===== src/rtl/disp_arb_pkg.sv =====
// disp_arb_pkg: shared FSM states, counter sizing and LED polarity helpers
package disp_arb_pkg;

    typedef enum logic [1:0] {IDLE, SHOW, GAP} disp_state_e;

    localparam int CYC_PER_MHZ_MS = 1000;

    function automatic int cnt_width(input int term);
        return term < 1 ? 1 : $clog2(term + 1);
    endfunction

    function automatic int ms_cnt_width(input int clk_in_mhz);
        return cnt_width(clk_in_mhz * CYC_PER_MHZ_MS);
    endfunction

    function automatic logic [7:0] led_off(input logic pol);
        return pol ? 8'h00 : 8'hFF;
    endfunction

endpackage


===== src/rtl/ms_tick_gen.sv =====
// ms_tick_gen: one-cycle tick every millisecond, synchronously clearable
module ms_tick_gen
    import disp_arb_pkg::*;
#(
    parameter int CLK_IN_MHZ = 125
) (
    input  logic clk_i,
    input  logic rst_i,
    input  logic clr_i,
    output logic tick_o
);

    localparam int TERM = CLK_IN_MHZ * CYC_PER_MHZ_MS;
    localparam int W = ms_cnt_width(CLK_IN_MHZ);

    logic [W-1:0] cnt;

    assign tick_o = cnt == W'(TERM - 1);

    // prescaler counts 0..TERM-1 and restarts from zero on clear
    always_ff @(posedge clk_i or posedge rst_i) begin
        if (rst_i)
            cnt <= '0;
        else
            cnt <= (clr_i || tick_o) ? '0 : cnt + 1'b1;
    end

endmodule


===== src/rtl/disp_arbiter.sv =====
// disp_arbiter: round-robin owner of the LED bank with a fixed ms dwell per grant
module disp_arbiter
    import disp_arb_pkg::*;
#(
    parameter int   CLK_IN_MHZ   = 125,
    parameter int   N_REQ        = 4,
    parameter int   DWELL_MS     = 500,
    parameter logic LED_POLARITY = 1'b1,
    localparam int  OW           = N_REQ > 1 ? $clog2(N_REQ) : 1
) (
    input  logic               clk_i,
    input  logic               rst_i,
    input  logic [N_REQ-1:0]   req_i,
    input  logic [8*N_REQ-1:0] data_i,
    output logic [N_REQ-1:0]   grant_o,
    output logic [N_REQ-1:0]   done_o,
    output logic [OW-1:0]      owner_o,
    output logic               busy_o,
    output logic [7:0]         led_display_o
);

    localparam int MW = cnt_width(DWELL_MS);
    localparam logic [7:0] OFF = led_off(LED_POLARITY);
    localparam logic [7:0] MASK = {8{~LED_POLARITY}};

    disp_state_e state, state_n;
    logic [OW-1:0] rr_ptr, ptr_n, win, cand, owner_n;
    logic [N_REQ-1:0] grant_n, done_n;
    logic [7:0] led_n, win_byte;
    logic [MW-1:0] ms_cnt;
    logic found, tick, tick_clr, dwell_done;

    assign tick_clr = state != SHOW;
    assign dwell_done = tick && ms_cnt == MW'(DWELL_MS - 1);

    ms_tick_gen #(.CLK_IN_MHZ(CLK_IN_MHZ)) u_tick (
        .clk_i  (clk_i),
        .rst_i  (rst_i),
        .clr_i  (tick_clr),
        .tick_o (tick)
    );

    // first requester at or after rr_ptr, wrapping modulo N_REQ
    always_comb begin
        found = 1'b0;
        win = '0;
        cand = '0;
        for (int i = 0; i < N_REQ; i++) begin
            cand = OW'((int'(rr_ptr) + i) % N_REQ);
            if (!found && req_i[cand]) begin
                found = 1'b1;
                win = cand;
            end
        end
    end

    // pattern byte of the winning requester
    always_comb begin
        win_byte = data_i[7:0];
        for (int k = 0; k < N_REQ; k++)
            if (win == OW'(k)) win_byte = data_i[8*k +: 8];
    end

    // count whole milliseconds of the current dwell; idle outside SHOW
    always_ff @(posedge clk_i or posedge rst_i) begin
        if (rst_i)
            ms_cnt <= '0;
        else
            ms_cnt <= tick_clr ? '0 : ms_cnt + MW'(tick);
    end

    // next state and next registered outputs; completion beats abandon
    always_comb begin
        state_n = state;
        grant_n = grant_o;
        done_n = '0;
        owner_n = owner_o;
        led_n = led_display_o;
        ptr_n = rr_ptr;
        case (state)
            IDLE: begin
                grant_n = '0;
                led_n = OFF;
                if (|req_i) begin
                    state_n = SHOW;
                    grant_n = N_REQ'(1) << win;
                    owner_n = win;
                    led_n = win_byte ^ MASK;
                    ptr_n = OW'((int'(win) + 1) % N_REQ);
                end
            end
            SHOW: begin
                if (dwell_done || !req_i[owner_o]) begin
                    state_n = GAP;
                    grant_n = '0;
                    led_n = OFF;
                    done_n = dwell_done ? N_REQ'(1) << owner_o : '0;
                end
            end
            default: begin
                state_n = IDLE;
                grant_n = '0;
                led_n = OFF;
            end
        endcase
    end

    // state, pointer and all outputs registered together
    always_ff @(posedge clk_i or posedge rst_i) begin
        if (rst_i) begin
            state <= IDLE;
            rr_ptr <= '0;
            grant_o <= '0;
            done_o <= '0;
            owner_o <= '0;
            busy_o <= 1'b0;
            led_display_o <= OFF;
        end else begin
            state <= state_n;
            rr_ptr <= ptr_n;
            grant_o <= grant_n;
            done_o <= done_n;
            owner_o <= owner_n;
            busy_o <= state_n != IDLE;
            led_display_o <= led_n;
        end
    end

endmodule


===== config.mk =====
export PLATFORM = sky130hd
export DESIGN_NAME = disp_arbiter
export DESIGN_NICKNAME = d
export VERILOG_FILES = /design/src/rtl/disp_arb_pkg.sv /design/src/rtl/ms_tick_gen.sv /design/src/rtl/disp_arbiter.sv
export SDC_FILE = /design/constraint.sdc
export NUM_CORES = 1
export LEC_CHECK = 0
export CAP_MARGIN = 20
export CORE_UTILIZATION = 45
export CTS_BUF_LIST = sky130_fd_sc_hd__clkbuf_16
export CTS_CLUSTER_DIAMETER = 120
export DETAILED_ROUTE_END_ITERATION = 8
export GPL_ROUTABILITY_DRIVEN = 0
export PLACE_DENSITY = 0.73
export SLEW_MARGIN = 20
export SYNTH_ARGS = -nofsm -noshare
export SYNTH_HDL_FRONTEND = slang
export SYNTH_SLANG_ARGS = --single-unit

===== constraint.sdc =====
create_clock -name clk_i -period 6.4 [get_ports clk_i]
set_input_delay 1.92 -clock clk_i [delete_from_list [all_inputs] [get_ports clk_i]]
set_output_delay 1.92 -clock clk_i [all_outputs]
set_load 0.01 [all_outputs]

==> summary.md, run 1 <==
| Metric | Value |
|---|---|
| Number of fill cells | 491 |
| DR iter-0 viols | 114 |
| Clk Tree Root Cell | clkbuf_16 |
| Worst-path maximum fanout | 9 |
| Final Cycle Share | 67.5% |
| Cts bufs inserted | 5 |
| Startpoint class of the critical path | input pin |
| CTS sink count | 49 |
| Fmax | 232 MHz |
| Mapped Cells | between 200 and 250 |
| Commonest non-fill, non-tap cell in the layout | clkdlybuf4s50_1 |
| Post-Synth Simple-Gate Area | 20.3% |
| Synth Area in Compound Gates | 11.0% |
| Crit path DAT | 4500 ps |
| Max_slew headroom | a little under half |
| Initial Util | 46.4% |
| Slew Limit Fails | 0 |
| Tmin final | roughly 4300 ps |
| Final Skew | 3.61 ps |
| R2R Path End | ms_cnt[6]$_DFF_PP0_ |
| Critical path type | input pin to register |
| Reg area | 1230 sq um |
| Seq/Total Area, Yosys | 47.9% |
| Via count | 1986 |
| # nets final | ~350 |
| Die Height | between 70 and 80 microns |
| Commonest non-fill, non-tap cells in the layout | clkdlybuf4s50_1 (56), dfrtp_1 (49), nor2_1 (22) |
| Outcome | complete, no violations |
| WHS | 455 ps |
| DRC violations left | 0 |
| PD cells | 327 nW/um^2 |
| Worst Path Required | about 6600 ps |
| Multi-input gate area | between 1000 and 1500 sq um |
| Hold Path Depth | 1 |
| Final ANT Viol Nets | 0 |
| N_diodes | 0 |
| Sum Neg Setup Slack | 0 ps |
| Hold Crit Start | u_tick.cnt[0]$_DFF_PP0_ |
| Average wire per standard cell | between 10 and 15 microns |
| RSZ-0062 raised after global routing | false |
| R2R Setup Slk | 3820 ps |
| Post-Syn Nets | 292 |
| Post-CTS Setup Bufs | 0 |
| Dpl ws | 1730 ps |
| Vias in the first global route | 1995 |
| DP HPWL | 3730 microns |
| Worst-Margin Slew | 822 ps |
| R2R depth | 7 |
| Post-Syn Area | 2560 sq um |
| GRT Util Overall | 19.2% |
| Skew-Pair Late Insertion Delay | 290 ps |
| # resized after CTS | 0 |
| Io pins | 57 |
| Final Setup Violations | 0 |
| Total grt overflow | 0 |
| Setup ws final | 2080 ps |
| H-tree depth | 2 |
| Post-Syn Area per Cell | roughly 10 sq um |
| WHS Endpoint | u_tick.cnt[0]$_DFF_PP0_ |
| Synth Area in XOR/XNOR | 5.14% |
| Largest net degree at the start of global routing | 50 |
| Vias per cell | about 5.3 |
| Netlist cell types | 44 |
| Core area | 5510 sq um |
| Deepest clock path buffer count | 2 |
| Maximum VDD drop | 0.000191 V |
| Synth Area in Adders | 3.42% |
| FP Rows | 27 |
| Worst-path clk slew | 60 ps |
| Mux cell area share after synthesis | under 10% |
| Cts hold-fix bufs | 0 |
| Die ar. | 5990 sq um |
| FF-to-FF Start | u_tick.cnt[3]$_DFF_PP0_ |
| Number of antenna violations at the first check in global routing | 0 |
| DRT Pass-1 Iters | 4 |
| P&R area growth vs syn | 29.2% |
| Final hold vios | 0 |
| First-pass GRT wire length | 9180 microns |
| CTS tree | built |
| Leak | 1.36 nW |
| HP Class | register to register |
| Final wirelength | approximately 5300 microns |
| CP Capture Type | register |
| Max Cap Viol | 0 |
| Seq cells post-synth | 49 |
| Layout cells sized above 1 | ~8.6% |
| Die W | 77.4 microns |
| Largest family of logic cells by synthesized area | simple AND/OR/NAND/NOR gates |
| Synth warn | 0 |
| Port bufs | 56 |
sequential cells by signal (all words and copies together), names as in the netlist:
signal and cells:
led_display_o 8, grant_o 4, busy_o 1, state 2
u_tick.cnt 17, ms_cnt 9, rr_ptr 2, owner_o 2
done_o 4
critical path, stage by stage:
cell and delay [ps]:
clkdlybuf4s50_1 540, nand2b_1 140, a21oi_1 70, a211oi_1 520, ha_1 500, mux2_2 380
mux2i_1 120, o21ai_0 90, a22o_1 210
cells by family (layout without fill, tap and decap cells):
family	count (synthesis)	in the layout
flip-flops	49	49
XOR/XNOR	15	15
multiplexers	20	20
buffers and inverters	20	74
AND/OR/NAND/NOR	93	93
AO/OA/AOI/OAI	43	43
adder cells (fa/ha/maj)	7	7
Yosys cell counts:
cell	n	area [sq um]
a21oi_1	12	60.1
nor3b_1	1	7.51
or2_1	1	6.26
mux2i_1	8	80.1
or4_1	3	22.5
buf_6	1	11.3
a21oi_2	1	8.76
buf_2	1	5.00
nor2b_1	1	6.26
nand3_1	8	40.0
o31ai_1	1	7.51
nand2_1	18	67.6
inv_1	9	33.8
dfrtp_1	49	1230
and4_1	1	8.76
mux2_2	11	124
nor4_1	2	12.5
a211oi_1	1	7.51
and3_1	2	12.5
nor3_1	5	25.0
o22ai_1	1	6.26
nand2b_1	4	25.0
a22o_1	12	105
buf_4	1	7.51
nand4b_1	1	8.76
xnor2_1	9	78.8
or4b_1	1	10.0
nor4b_2	1	15.0
o21ai_0	14	70.1
or4b_4	1	13.8
or3_1	5	31.3
xor2_1	6	52.6
nor4_4	1	21.3
or2_2	1	6.26
ha_1	7	87.6
clkbuf_1	7	26.3
nand4_1	9	56.3
and2_1	3	18.8
nor2_1	22	82.6
buf_1	1	3.75
nand4bb_1	1	11.3
nor4b_1	1	8.76
mux4_2	1	22.5
a311oi_2	1	15.0
stage by stage:
step	power (mW)	util, %	instances	cell area [sq um]
after floorplan	0.685	-	247	2560
after global placement	0.832	57.4	365	3160
after detailed placement	0.843	57.4	365	3160
after CTS	1.09	60.0	373	3300
after global routing	1.15	60.0	373	3300
final	1.08	60.0	373	3300
worst max-delay path by stage:
stage / startpoint / cells past startpoint / end / slack [ps]
2_1_floorplan: req_i[0] / 9 / led_display_o[0]$_DFFE_PP0P_ / 2530
6_report: req_i[1] / 9 / led_display_o[3]$_DFFE_PP0P_ / 2080
5_1_grt: req_i[1] / 9 / led_display_o[3]$_DFFE_PP0P_ / 1850
3_5_place_dp: req_i[1] / 9 / led_display_o[3]$_DFFE_PP0P_ / 1730
4_1_cts: req_i[1] / 9 / led_display_o[3]$_DFFE_PP0P_ / 2050
3_3_place_gp: req_i[1] / 9 / led_display_o[3]$_DFFE_PP0P_ / 1850
metal layers:
layer | wire (microns) | vias to the layer above | global-route usage (%) | part of all wire (%)
li1 | - | 989 | - | -
met1 | 2380 | 935 | 24.0 | 45
met2 | 2510 | 53 | 31.5 | 48
met3 | 311 | 9 | 5.88 | 5.9
met4 | 65 | 0 | 6.42 | 1.2
met5 | 0 | - | 0 | 0
report_power, final:
part           leakage [nW]  switching [mW]  internal [mW]
clock network        0.0724           0.107          0.142
logic                 0.634           0.204          0.210
registers             0.658          0.0510          0.367
final cells by class:
cell class | instances | share of cell area, %
Multi-Input combinational cell | 178 | 37.7
Sequential cell | 49 | 37.1
Timing Repair Buffer | 57 | 17.2
Clock buffer | 5 | 3.79
Tap cell | 72 | 2.73
Inverter | 9 | 1.06
Clock inverter | 3 | 0.455
Power figures use the tool's default switching activity.
==> run 2: changes to the inputs <==
Clock period 6.4 ns to 4.25 ns, I/O delays scaled along.
==> summary.md, run 2 (synthesis gave the netlist of run 1 again) <==
| Metric | Value |
|---|---|
| Max reg flops | 17 (unchanged) |
| Clk Tree Root Cell | clkbuf_16 (unchanged) |
| Cts hold-fix bufs | 0 (unchanged) |
| Sum Neg Setup Slack | 0 ps (unchanged) |
| Total power | 1.63 mW (was 1.08 mW) |
| CTS tree | built (unchanged) |
| Leak | 1.37 nW (was 1.36 nW) |
| CP Capture Type | register (unchanged) |
| Final hold vios | 0 (unchanged) |
| Die Height | 77.4 microns (unchanged) |
| Die W | 77.4 microns (unchanged) |
| Final wirelength | 5070 microns (was 5270 microns) |
| FF-to-FF Start | u_tick.cnt[7]$_DFF_PP0_ (was u_tick.cnt[3]$_DFF_PP0_) |
| Core area | 5510 sq um (unchanged) |
| N_diodes | 0 (unchanged) |
| Regs by FF count | u_tick.cnt: 17 flops, ms_cnt: 9 flops, led_display_o: 8 flops (unchanged) |
| RSZ-0062 raised after global routing | false (unchanged) |
| P&R area growth vs syn | 29.5% (was 29.2%) |
| Worst-Margin Slew | 829 ps (was 822 ps) |
| Slew Limit Fails | 0 (unchanged) |
| Final Cycle Share | between 80% and 90% |
| Cts bufs inserted | 5 (unchanged) |
| GRT Util Overall | 18.0% (was 19.2%) |
| # nets final | 346 (was 345) |
| DRC violations left | 0 (unchanged) |
| Util after Layout | 60.2% (was 60.0%) |
| Worst stage delay on the critical path | 530 ps (was 540 ps) |
| Max_slew headroom | 44.7% (was 45.2%) |
| Final Non-Filler Cells | 374 (was 373) |
| PD cells | 493 nW/um^2 (was 327 nW/um^2) |
| First-pass GRT wire length | 8670 microns (was 9180 microns) |
| Placed cells | 366 (was 365) |
| HP Class | register to register (unchanged) |
| Die ar. | 5990 sq um (unchanged) |
| Reg area | 1230 sq um (unchanged) |
| Worst-path clk slew | 60 ps (about the same) |
| Worst-path maximum fanout | 9 (unchanged) |
| Fmax | ~290 MHz |
| Flop pwr share | 38.2% (was 38.7%) |
| Worst Path Required | 4420 ps (was 6580 ps) |
| Multi-input gate area | 1240 sq um (unchanged) |
| Dpl cell area | 3170 sq um (was 3160 sq um) |
| Final Skew | 7.38 ps (was 3.61 ps) |
| Clock network fraction of design power | 23.3% (was 23.0%) |
| Critical path type | input pin to register (unchanged) |
| Pint | 1.09 mW (was 0.719 mW) |
| Final Cell Area | 3310 sq um (was 3300 sq um) |
| Skew-Pair Late Insertion Delay | 280 ps (was 290 ps) |
| Number of fill cells | 479 (was 491) |
| Outcome | complete, no violations (unchanged) |
| Total grt overflow | 0 (unchanged) |
| Post-CTS Setup Bufs | 0 (unchanged) |
| Vias per cell | 5.33 (was 5.32) |
| Vias in the first global route | 1894 (was 1995) |
| CTS sink count | 49 (unchanged) |
| DRT Pass-1 Iters | 4 (unchanged) |
| Initial Util | 46.4% (unchanged) |
| Sw power | 0.544 mW (was 0.362 mW) |
| Worst path cell trace | clkdlybuf4s50_1 > nand2b_1 > a21oi_1 > a211oi_1 > ha_1 > mux2_2 > mux2i_1 > o21ai_0 > a22o_1 (unchanged) |
| H-tree depth | 2 (unchanged) |
| Number of antenna violations at the first check in global routing | 0 (unchanged) |
| DP HPWL | 3650 microns (was 3730 microns) |
| Average wire per standard cell | 13.6 microns (was 14.1 microns) |
| Commonest non-fill, non-tap cell in the layout | clkdlybuf4s50_1 (unchanged) |
| Final ANT Viol Nets | 0 (unchanged) |
| Final Setup Violations | 0 (unchanged) |
| Deepest clock path buffer count | 2 (unchanged) |
| # resized after CTS | 0 (unchanged) |
| DR iter-0 viols | 69 (was 114) |
| Hold Crit Start | u_tick.cnt[0]$_DFF_PP0_ (unchanged) |
| Maximum VDD drop | 0.000397 V (was 0.000191 V) |
| FP Rows | 27 (unchanged) |
| Max Cap Viol | 0 (unchanged) |
| Worst setup startpoint | req_i[1] (unchanged) |
| Startpoint class of the critical path | input pin (unchanged) |
| Layout cells sized above 1 | 9.27% (was 8.64%) |
| Io pins | 57 (unchanged) |
| Crit path DAT | 3610 ps (was 4500 ps) |
| Port bufs | 56 (unchanged) |
| Tmin final | 3450 ps |
| Via count | 1992 (was 1986) |
| Largest net degree at the start of global routing | 50 (unchanged) |
| Net Sw Frac | 33.3% (was 33.5%) |
| Commonest non-fill, non-tap cells in the layout | clkdlybuf4s50_1 (56), dfrtp_1 (49), nor2_1 (22) (unchanged) |
| Comb pwr share | 38.5% (was 38.3%) |
| Register name with the most flops | u_tick.cnt (unchanged) |
| Crit path max-delay cell type | clkdlybuf4s50_1 (unchanged) |
## run 2: cell types whose count changed in the layout (fill, tap and decap cells not counted), sizes merged
| cell | delta |
|---|---|
| clkinv | +3 |
| inv | -2 |
| buf | +1 |
| clkinvlp | -1 |
## run 2: power by group through the flow
stage               logic (mW)  registers [mW]  clock network [mW]
floorplan                0.387           0.645                   0
global placement         0.628           0.629                   0
detailed placement       0.637           0.629                   0
CTS                      0.640           0.624               0.391
global route             0.691           0.637               0.411
finish                   0.630           0.624               0.381
## run 2: final timing paths
kind / to / slack [ps] / cells after the start
worst max-delay path: led_display_o[3]$_DFFE_PP0P_ / 800 / 9
worst min-delay path: u_tick.cnt[0]$_DFF_PP0_ / 450 / 1
worst max register to register: ms_cnt[8]$_DFF_PP0_ / 1660 / 7
worst min register to register: u_tick.cnt[0]$_DFF_PP0_ / 450 / 1
max in group asynchronous: u_tick.cnt[12]$_DFF_PP0_ / 2310 / 2
min in group asynchronous: u_tick.cnt[10]$_DFF_PP0_ / 1440 / 2
## run 2: stage by stage
step                      worst slack [ps]  hold WS [ps]
after floorplan                       1030           424
after global placement                 526           444
after detailed placement               495           453
after CTS                              786           461
after global routing                   666           490
final                                  803           455
## run 2: routing by layer
metal	vias up	share of wire [%]	track usage (%)
li1	990	-	-
met1	943	45	22.7
met2	53	47	29.7
met3	6	6.7	6.00
met4	0	0.75	3.96
met5	-	0	0
## run 2: cell type report
type                    instances  area share [%]
repair buffers                 58            17.4
clock buffers                   5            3.78
well taps                      72            2.72
inverters                       9            1.06
multi-input cells             178            37.5
flip-flops and latches         49            37.0
clock inverters                 3           0.529
## run 2: worst max-delay path: cells and delay by family
family / cells / cell delay [ps]
and+or+nand+nor: 1 / 120
buffers and inverters: 1 / 530
muxes: 2 / 510
AOI/OAI and AO/OA: 4 / 720
adders and majority gates: 1 / 460
